[src/rtl/bram_replicate_pkg.sv]
// Shared constants and helpers for the replicated, round-robin-written BRAM.
package bram_replicate_pkg;

    localparam int STALL_WIDTH = 32;
    localparam logic [STALL_WIDTH-1:0] STALL_MAX = '1;

    // Only a bare BRAM read (1) or BRAM read plus output register (2) is supported.
    function automatic bit read_latency_legal(input int lat);
        return (lat == 1) || (lat == 2);
    endfunction

    // Low bit of element idx inside a packed vector of width-bit elements.
    function automatic int slice_lsb(input int idx, input int width);
        return idx * width;
    endfunction

endpackage

[src/rtl/bram.sv]
// Simple dual-port BRAM: one synchronous write port, one synchronous read-first read port.
module bram #(
    parameter int WIDTH      = 8,
    parameter int LOG2_DEPTH = 5
) (
    input  logic                  clk,
    input  logic                  we,
    input  logic [LOG2_DEPTH-1:0] waddr,
    input  logic [WIDTH-1:0]      wdata,
    input  logic                  re,
    input  logic [LOG2_DEPTH-1:0] raddr,
    output logic [WIDTH-1:0]      rdata
);

    logic [WIDTH-1:0] mem [2**LOG2_DEPTH];

    // Write and registered read; a same-cycle read of the written address returns the old word.
    // NOTE: storage and its read register carry no reset so the array maps onto block RAM.
    always_ff @(posedge clk) begin
        if (we) begin
            mem[waddr] <= wdata;
        end
        if (re) begin
            rdata <= mem[raddr];
        end
    end

endmodule

[src/rtl/rr_arbiter.sv]
// Round-robin arbiter: grants the first requester at or after the pointer, wrapping.
module rr_arbiter
    import bram_replicate_pkg::*;
#(
    parameter int N = 2
) (
    input  logic         clk,
    input  logic         reset,
    input  logic [N-1:0] req,
    input  logic         accept,
    output logic [N-1:0] grant
);

    generate
        if (N == 1) begin : g_single
            assign grant = req;
        end else begin : g_rr
            localparam int PTR_W = $clog2(N);

            logic [PTR_W-1:0] ptr;
            logic [PTR_W-1:0] winner;
            logic [PTR_W:0]   cand;
            logic             found;

            // Scan the requesters starting at the pointer; the first hit wins.
            // NOTE: every output of this block gets a default first so no latch is inferred.
            always_comb begin
                grant  = '0;
                winner = ptr;
                found  = 1'b0;
                cand   = '0;
                for (int k = 0; k < N; k++) begin
                    cand = {1'b0, ptr} + (PTR_W + 1)'(k);
                    if (cand >= (PTR_W + 1)'(N)) begin
                        cand = cand - (PTR_W + 1)'(N);
                    end
                    if (!found && req[cand[PTR_W-1:0]]) begin
                        grant[cand[PTR_W-1:0]] = 1'b1;
                        winner                 = cand[PTR_W-1:0];
                        found                  = 1'b1;
                    end
                end
            end

            // Move the pointer just past the channel that was served.
            always_ff @(posedge clk or negedge reset) begin
                if (!reset) begin
                    ptr <= '0;
                end else if (accept) begin
                    ptr <= (winner == PTR_W'(N - 1)) ? '0 : winner + PTR_W'(1);
                end
            end
        end
    endgenerate

endmodule

[src/rtl/bram_replicate_rr.sv]
// Replicated BRAM: one private copy per read port, all copies written through a
// single round-robin arbitrated write stage shared by every write channel.
module bram_replicate_rr
    import bram_replicate_pkg::*;
#(
    parameter int WIDTH              = 8,
    parameter int LOG2_DEPTH         = 5,
    parameter int NUM_WRITE_CHANNELS = 2,
    parameter int NUM_READ_CHANNELS  = 3,
    parameter int READ_LATENCY       = 1
) (
    input  logic                                     clk,
    input  logic                                     reset,
    input  logic [NUM_WRITE_CHANNELS-1:0]            wr_we,
    input  logic [NUM_WRITE_CHANNELS*LOG2_DEPTH-1:0] wr_addr,
    input  logic [NUM_WRITE_CHANNELS*WIDTH-1:0]      wr_data,
    output logic [NUM_WRITE_CHANNELS-1:0]            wr_ready,
    input  logic [NUM_READ_CHANNELS-1:0]             rd_re,
    input  logic [NUM_READ_CHANNELS*LOG2_DEPTH-1:0]  rd_addr,
    output logic [NUM_READ_CHANNELS-1:0]             rd_rvalid,
    output logic [NUM_READ_CHANNELS*WIDTH-1:0]       rd_rdata,
    output logic [STALL_WIDTH-1:0]                   stall_count
);

    generate
        if (!read_latency_legal(READ_LATENCY) || NUM_WRITE_CHANNELS < 1 || NUM_READ_CHANNELS < 1) begin : g_param_check
            $error("bram_replicate_rr: illegal parameter set");
        end
    endgenerate

    logic [NUM_WRITE_CHANNELS-1:0] grant;
    logic                          accept;
    logic [LOG2_DEPTH-1:0]         sel_addr;
    logic [WIDTH-1:0]              sel_data;
    logic                          stage_valid;
    logic [LOG2_DEPTH-1:0]         stage_addr;
    logic [WIDTH-1:0]              stage_data;
    logic                          contention;
    logic [STALL_WIDTH-1:0]        stall_q;

    rr_arbiter #(
        .N(NUM_WRITE_CHANNELS)
    ) u_arb (
        .clk   (clk),
        .reset (reset),
        .req   (wr_we),
        .accept(accept),
        .grant (grant)
    );

    // No grant is visible while reset is held, so nothing can be accepted then.
    assign wr_ready   = grant & {NUM_WRITE_CHANNELS{reset}};
    assign accept     = |(wr_we & wr_ready);
    assign contention = ($countones(wr_we) >= 2);

    // Route the granted channel's address and data into the write stage.
    always_comb begin
        sel_addr = '0;
        sel_data = '0;
        for (int i = 0; i < NUM_WRITE_CHANNELS; i++) begin
            if (wr_ready[i]) begin
                sel_addr = wr_addr[slice_lsb(i, LOG2_DEPTH) +: LOG2_DEPTH];
                sel_data = wr_data[slice_lsb(i, WIDTH) +: WIDTH];
            end
        end
    end

    // Single write stage; its contents reach every replica one cycle after acceptance.
    // NOTE: sequential state uses non-blocking assignments so all flops update together.
    always_ff @(posedge clk or negedge reset) begin
        if (!reset) begin
            stage_valid <= 1'b0;
            stage_addr  <= '0;
            stage_data  <= '0;
        end else begin
            stage_valid <= accept;
            if (accept) begin
                stage_addr <= sel_addr;
                stage_data <= sel_data;
            end
        end
    end

    // Saturating count of cycles in which two or more writers compete.
    always_ff @(posedge clk or negedge reset) begin
        if (!reset) begin
            stall_q <= '0;
        end else if (contention && (stall_q != STALL_MAX)) begin
            stall_q <= stall_q + 1'b1;
        end
    end

    assign stall_count = stall_q;

    generate
        for (genvar j = 0; j < NUM_READ_CHANNELS; j++) begin : g_port
            logic [WIDTH-1:0] bram_q;

            bram #(
                .WIDTH     (WIDTH),
                .LOG2_DEPTH(LOG2_DEPTH)
            ) u_bram (
                .clk  (clk),
                .we   (stage_valid),
                .waddr(stage_addr),
                .wdata(stage_data),
                .re   (rd_re[j]),
                .raddr(rd_addr[slice_lsb(j, LOG2_DEPTH) +: LOG2_DEPTH]),
                .rdata(bram_q)
            );

            if (READ_LATENCY == 2) begin : g_lat2
                logic             v1;
                logic             v2;
                logic [WIDTH-1:0] q2;

                // Valid pipeline plus output register behind the replica.
                always_ff @(posedge clk or negedge reset) begin
                    if (!reset) begin
                        v1 <= 1'b0;
                        v2 <= 1'b0;
                        q2 <= '0;
                    end else begin
                        v1 <= rd_re[j];
                        v2 <= v1;
                        if (v1) begin
                            q2 <= bram_q;
                        end
                    end
                end

                assign rd_rvalid[j]                          = v2;
                assign rd_rdata[slice_lsb(j, WIDTH) +: WIDTH] = q2;
            end else begin : g_lat1
                logic v1;

                // Valid follows the read enable by one cycle, matching the replica read.
                always_ff @(posedge clk or negedge reset) begin
                    if (!reset) begin
                        v1 <= 1'b0;
                    end else begin
                        v1 <= rd_re[j];
                    end
                end

                assign rd_rvalid[j]                          = v1;
                assign rd_rdata[slice_lsb(j, WIDTH) +: WIDTH] = bram_q;
            end
        end
    endgenerate

endmodule
[config.mk]
export PLATFORM = sky130hd
export DESIGN_NAME = bram_replicate_rr
export DESIGN_NICKNAME = d
export VERILOG_FILES = /design/src/rtl/bram_replicate_pkg.sv /design/src/rtl/bram.sv /design/src/rtl/rr_arbiter.sv /design/src/rtl/bram_replicate_rr.sv
export SDC_FILE = /design/constraint.sdc
export NUM_CORES = 1
export LEC_CHECK = 0
export CAP_MARGIN = 20
export CORE_MARGIN = 4
export CORE_UTILIZATION = 30
export CTS_CLUSTER_SIZE = 14
export DETAILED_ROUTE_END_ITERATION = 10
export PLACE_DENSITY_LB_ADDON = 0.12
export SYNTH_ARGS = -nofsm -noshare
export SYNTH_HDL_FRONTEND = slang
export SYNTH_SLANG_ARGS = --single-unit
export TNS_END_PERCENT = 50
[constraint.sdc]
create_clock -name clk -period 1.8 [get_ports clk]
set_input_delay 0.45 -clock clk [delete_from_list [all_inputs] [get_ports clk]]
set_output_delay 0.45 -clock clk [all_outputs]
set_load 0.05 [all_outputs]
==> results.yml <==
synth:
  synth_area_per_cell_um2: 16.1
  syn_area_um2: 17100
  synth_top_family_by_area: "multiplexers"
  ys_warn_count: 0
  syn_nets: 1109
  yosys.area.top_type: "edfxtp_1"
  yosysSeqAreaShare_pct: 56.6
  synth_fa_ha_area_share_pct: 0.0733
  synthXorXnorAreaFrac_pct: 1.54
  syn-instance-count: 1060
  synthTopCellsByArea: "edfxtp_1 49%, mux4_2 22%, dfrtp_1 7.3%"
  synthMuxAreaShare_pct: 28.1
  synth.distinct_cells: 38
  synth-simple-area-share_pct: 5.60
  ys_ff_latch: 330
  synth_compound_area_share_pct: 5.43
  yosys.area.top_type_share_pct: 49.3
final_layout:
  area_growth_pct: 35.7
  diodes: 0
  fin_area_um2: 23200
  nets: 1425
  drive_gt1_share_pct: 50.7
clock_tree:
  clock_path_buffers: 3
  cts_tree: "yes"
  path_clk_slew_ns: 0.06
  ctsRootBufferMaster: "clkbuf_16"
  clk_latency_ns: 0.57
  htree_levels: 2
  numCtsBuffers: 40
  clock_sinks: 330
floorplan:
  initial_utilization_pct: 30.3
  die_h_um: 247
  dieArea_um2: 60800
  fp.dieW_um: 247
  design.core.area_um2: 56400
  ios: 109
  fp-row-count: 87
sta:
  rsz0062_at_grt: "yes"
  min_period_over_period_pct: 111
  relSlewSlack_pct: 31.6
  max_freq_mhz: 500
  maxSlewViolCount: 0
  hold_viol: 0
  tightest_slew_ns: 1.02
  setup_viol: 25
  fin_crit_ns: 2.00
  skew_ns: 0.0322
  setup_ws_ns: -0.199
drt:
  drt_wl_total_um: 56800
  wl_per_cell_um: 26.3
  vias_per_cell: 5.24
  drcViolationCount: 0
  drtPass1Iterations: 5
  drtIter0Drc: 822
  detail-route-antenna-nets: 0
  vias: 11300
place:
  portBuffers: 108
  routabilityCongestion: 0.804
  dpl.hpwl_um: 40600
  postPlaceCellArea_um2: 21100
setup_path:
  crit_chain: "buf_4 -> mux4_2 -> mux2i_1 -> buf_4 -> nor2_2 -> a221oi_2 -> a21oi_1"
  cp-end-kind: "flip-flop"
  crit_path_frequent_cell: "buf_4"
  timing.critical_path.max_delay_family: "multiplexers"
  rrSetupSlack_ns: -0.20
  cp-start-kind: "flip-flop"
  cp_num_buf_inv: 2
  cp.required_ns: 2.09
  critPathMaxFanout: 2
  cp.arrival_ns: 2.29
  slowest_stage: "mux4_2"
  crit_path_max_incr_delay_ns: 0.44
  crit_type: "flip-flop to flip-flop"
power_and_ir_drop:
  total_power_mw: 21.6
  powerDensity_nw_per_um2: 931
  p_leak_nw: 8.33
  peakVddDrop_v: 0.000744
grt:
  track_usage_pct: 18.8
  grt_max_degree: 40
  antenna_found_initial: 0
  grt_overflow_total: 0
  grt_pass1_wl_um: 83000
  first_global_vias: 12000
status:
  violations: "negative setup slack"
  status: "complete, but fails checks"
worst_hold_path:
  min_path_type: "primary input to asynchronous set/reset pin"
run:
  drv_cap: 0
==> stage by stage <==
stage | TNS, ns | hold WS [ns] | worst slack (ns) | instances | utilization (%)
2_1_floorplan | -4.00 | 0.154 | -0.209 | 1060 | -
3_3_place_gp | -27.79 | 0.461 | -1.10 | 2093 | 37.4
3_5_place_dp | -28.37 | 0.467 | -1.05 | 2093 | 37.4
4_1_cts | -3.53 | 0.115 | -0.261 | 2164 | 40.8
5_1_grt | -4.81 | 0.134 | -0.275 | 2161 | 41.1
6_report | -3.01 | 0.0963 | -0.199 | 2161 | 41.1
==> synthesized netlist by cell type, drive strengths merged <==
cell and count:
nor4 4, buf 51, nor2b 6, dfrtp 50, and2 7, a21bo 1
a41oi 1, mux2i 72, inv 2, nand2 44, and4bb 1, mux2 26
and4 4, nand4 14, a221oi 48, nor2 88, clkbuf 38, a22oi 13
or3 1, xor2 6, o21bai 1, nand3 15, a21oi 74, mux4 168
or3b 2, a31oi 1, nor3 4, xnor2 24, ha 1, nand3b 5
and3 8, edfxtp 280
==> sequential cells by signal (all words and copies together) (netlist names) <==
signal / flops
g_port.u_bram.mem: 256
u_arb.g_rr.ptr: 1
stage_addr: 5
g_port.u_bram.rdata: 24
stage_valid: 1
stall_count: 32
stage_data: 8
g_port.g_lat1.v1: 3
==> logic make-up (layout without fill, tap and decap cells) <==
family                   count (synthesis)  count (layout)
flip-flops                             330             330
multiplexers                           266             266
AND/OR/NAND/NOR                        203             203
AO/OA/AOI/OAI                          139             139
buffers and inverters                   91             436
XOR/XNOR                                30              30
adder cells (fa/ha/maj)                  1               1
==> where the power goes <==
group | internal, mW | switching, mW | total (mW)
clock | 5.02 | 3.23 | 8.25
sequential | 8.93 | 0.175 | 9.11
combinational | 1.74 | 2.46 | 4.20
total | 15.7 | 5.86 | 21.6
==> layout by cell type (no fill, tap or decap), drive strengths merged, types with 4 or more instances in the layout <==
cell / count
and2: 7
a221oi: 48
nor2: 88
nand2: 44
nor4: 4
nor2b: 6
mux2i: 72
bufinv: 6
xnor2: 24
nor3: 4
nand4: 14
mux2: 26
nand3b: 5
clkinv: 15
edfxtp: 280
a21oi: 74
dfrtp: 50
inv: 6
clkdlybuf4s50: 35
xor2: 6
clkbuf: 46
mux4: 168
and3: 8
nand3: 15
and4: 4
a22oi: 13
buf: 325
==> area by class of cell <==
cell class / instances / area, µm²
timing repair buffer: 363 / 3340
inverter: 2 / 7.51
clock buffer: 46 / 1040
tap: 756 / 946
clock inverter: 25 / 283
sequential: 330 / 9690
multi-input combinational: 639 / 7850
fill: 5326 / 33200
==> per-layer routing <==
layer / up-vias / track usage [%] / routed length [µm]
met3: 87 / 3.65 / 3390
li1: 5002 / - / -
met4: 0 / 6.06 / 1870
met5: - / 0 / 0
met2: 355 / 29.8 / 26200
met1: 5880 / 26.2 / 25400
==> worst paths after layout <==
kind                       cells after the start                         to                         from
setup / recovery                               7  g_port[2].u_bram.rdata[0]  g_port[2].u_bram.mem[24][0]
hold / removal                                 2            stall_count[26]                        reset
setup reg to reg                               7  g_port[2].u_bram.rdata[0]  g_port[2].u_bram.mem[24][0]
hold reg to reg                                2              stage_data[0]                stage_data[0]
max in group asynchronous                      3            stall_count[14]                        reset
min in group clk                               5             u_arb.g_rr.ptr                        reset
==> repair_timing <==
action                     in CTS  in global routing
gates resized for setup       102                 38
hold buffers                    1                  0
pin swaps                      16                 17
setup endpoints to repair      31                 44
buffers inserted                2                  1
hold endpoints to repair       11                  0
Note: power is estimated with default switching activity, not from simulation.
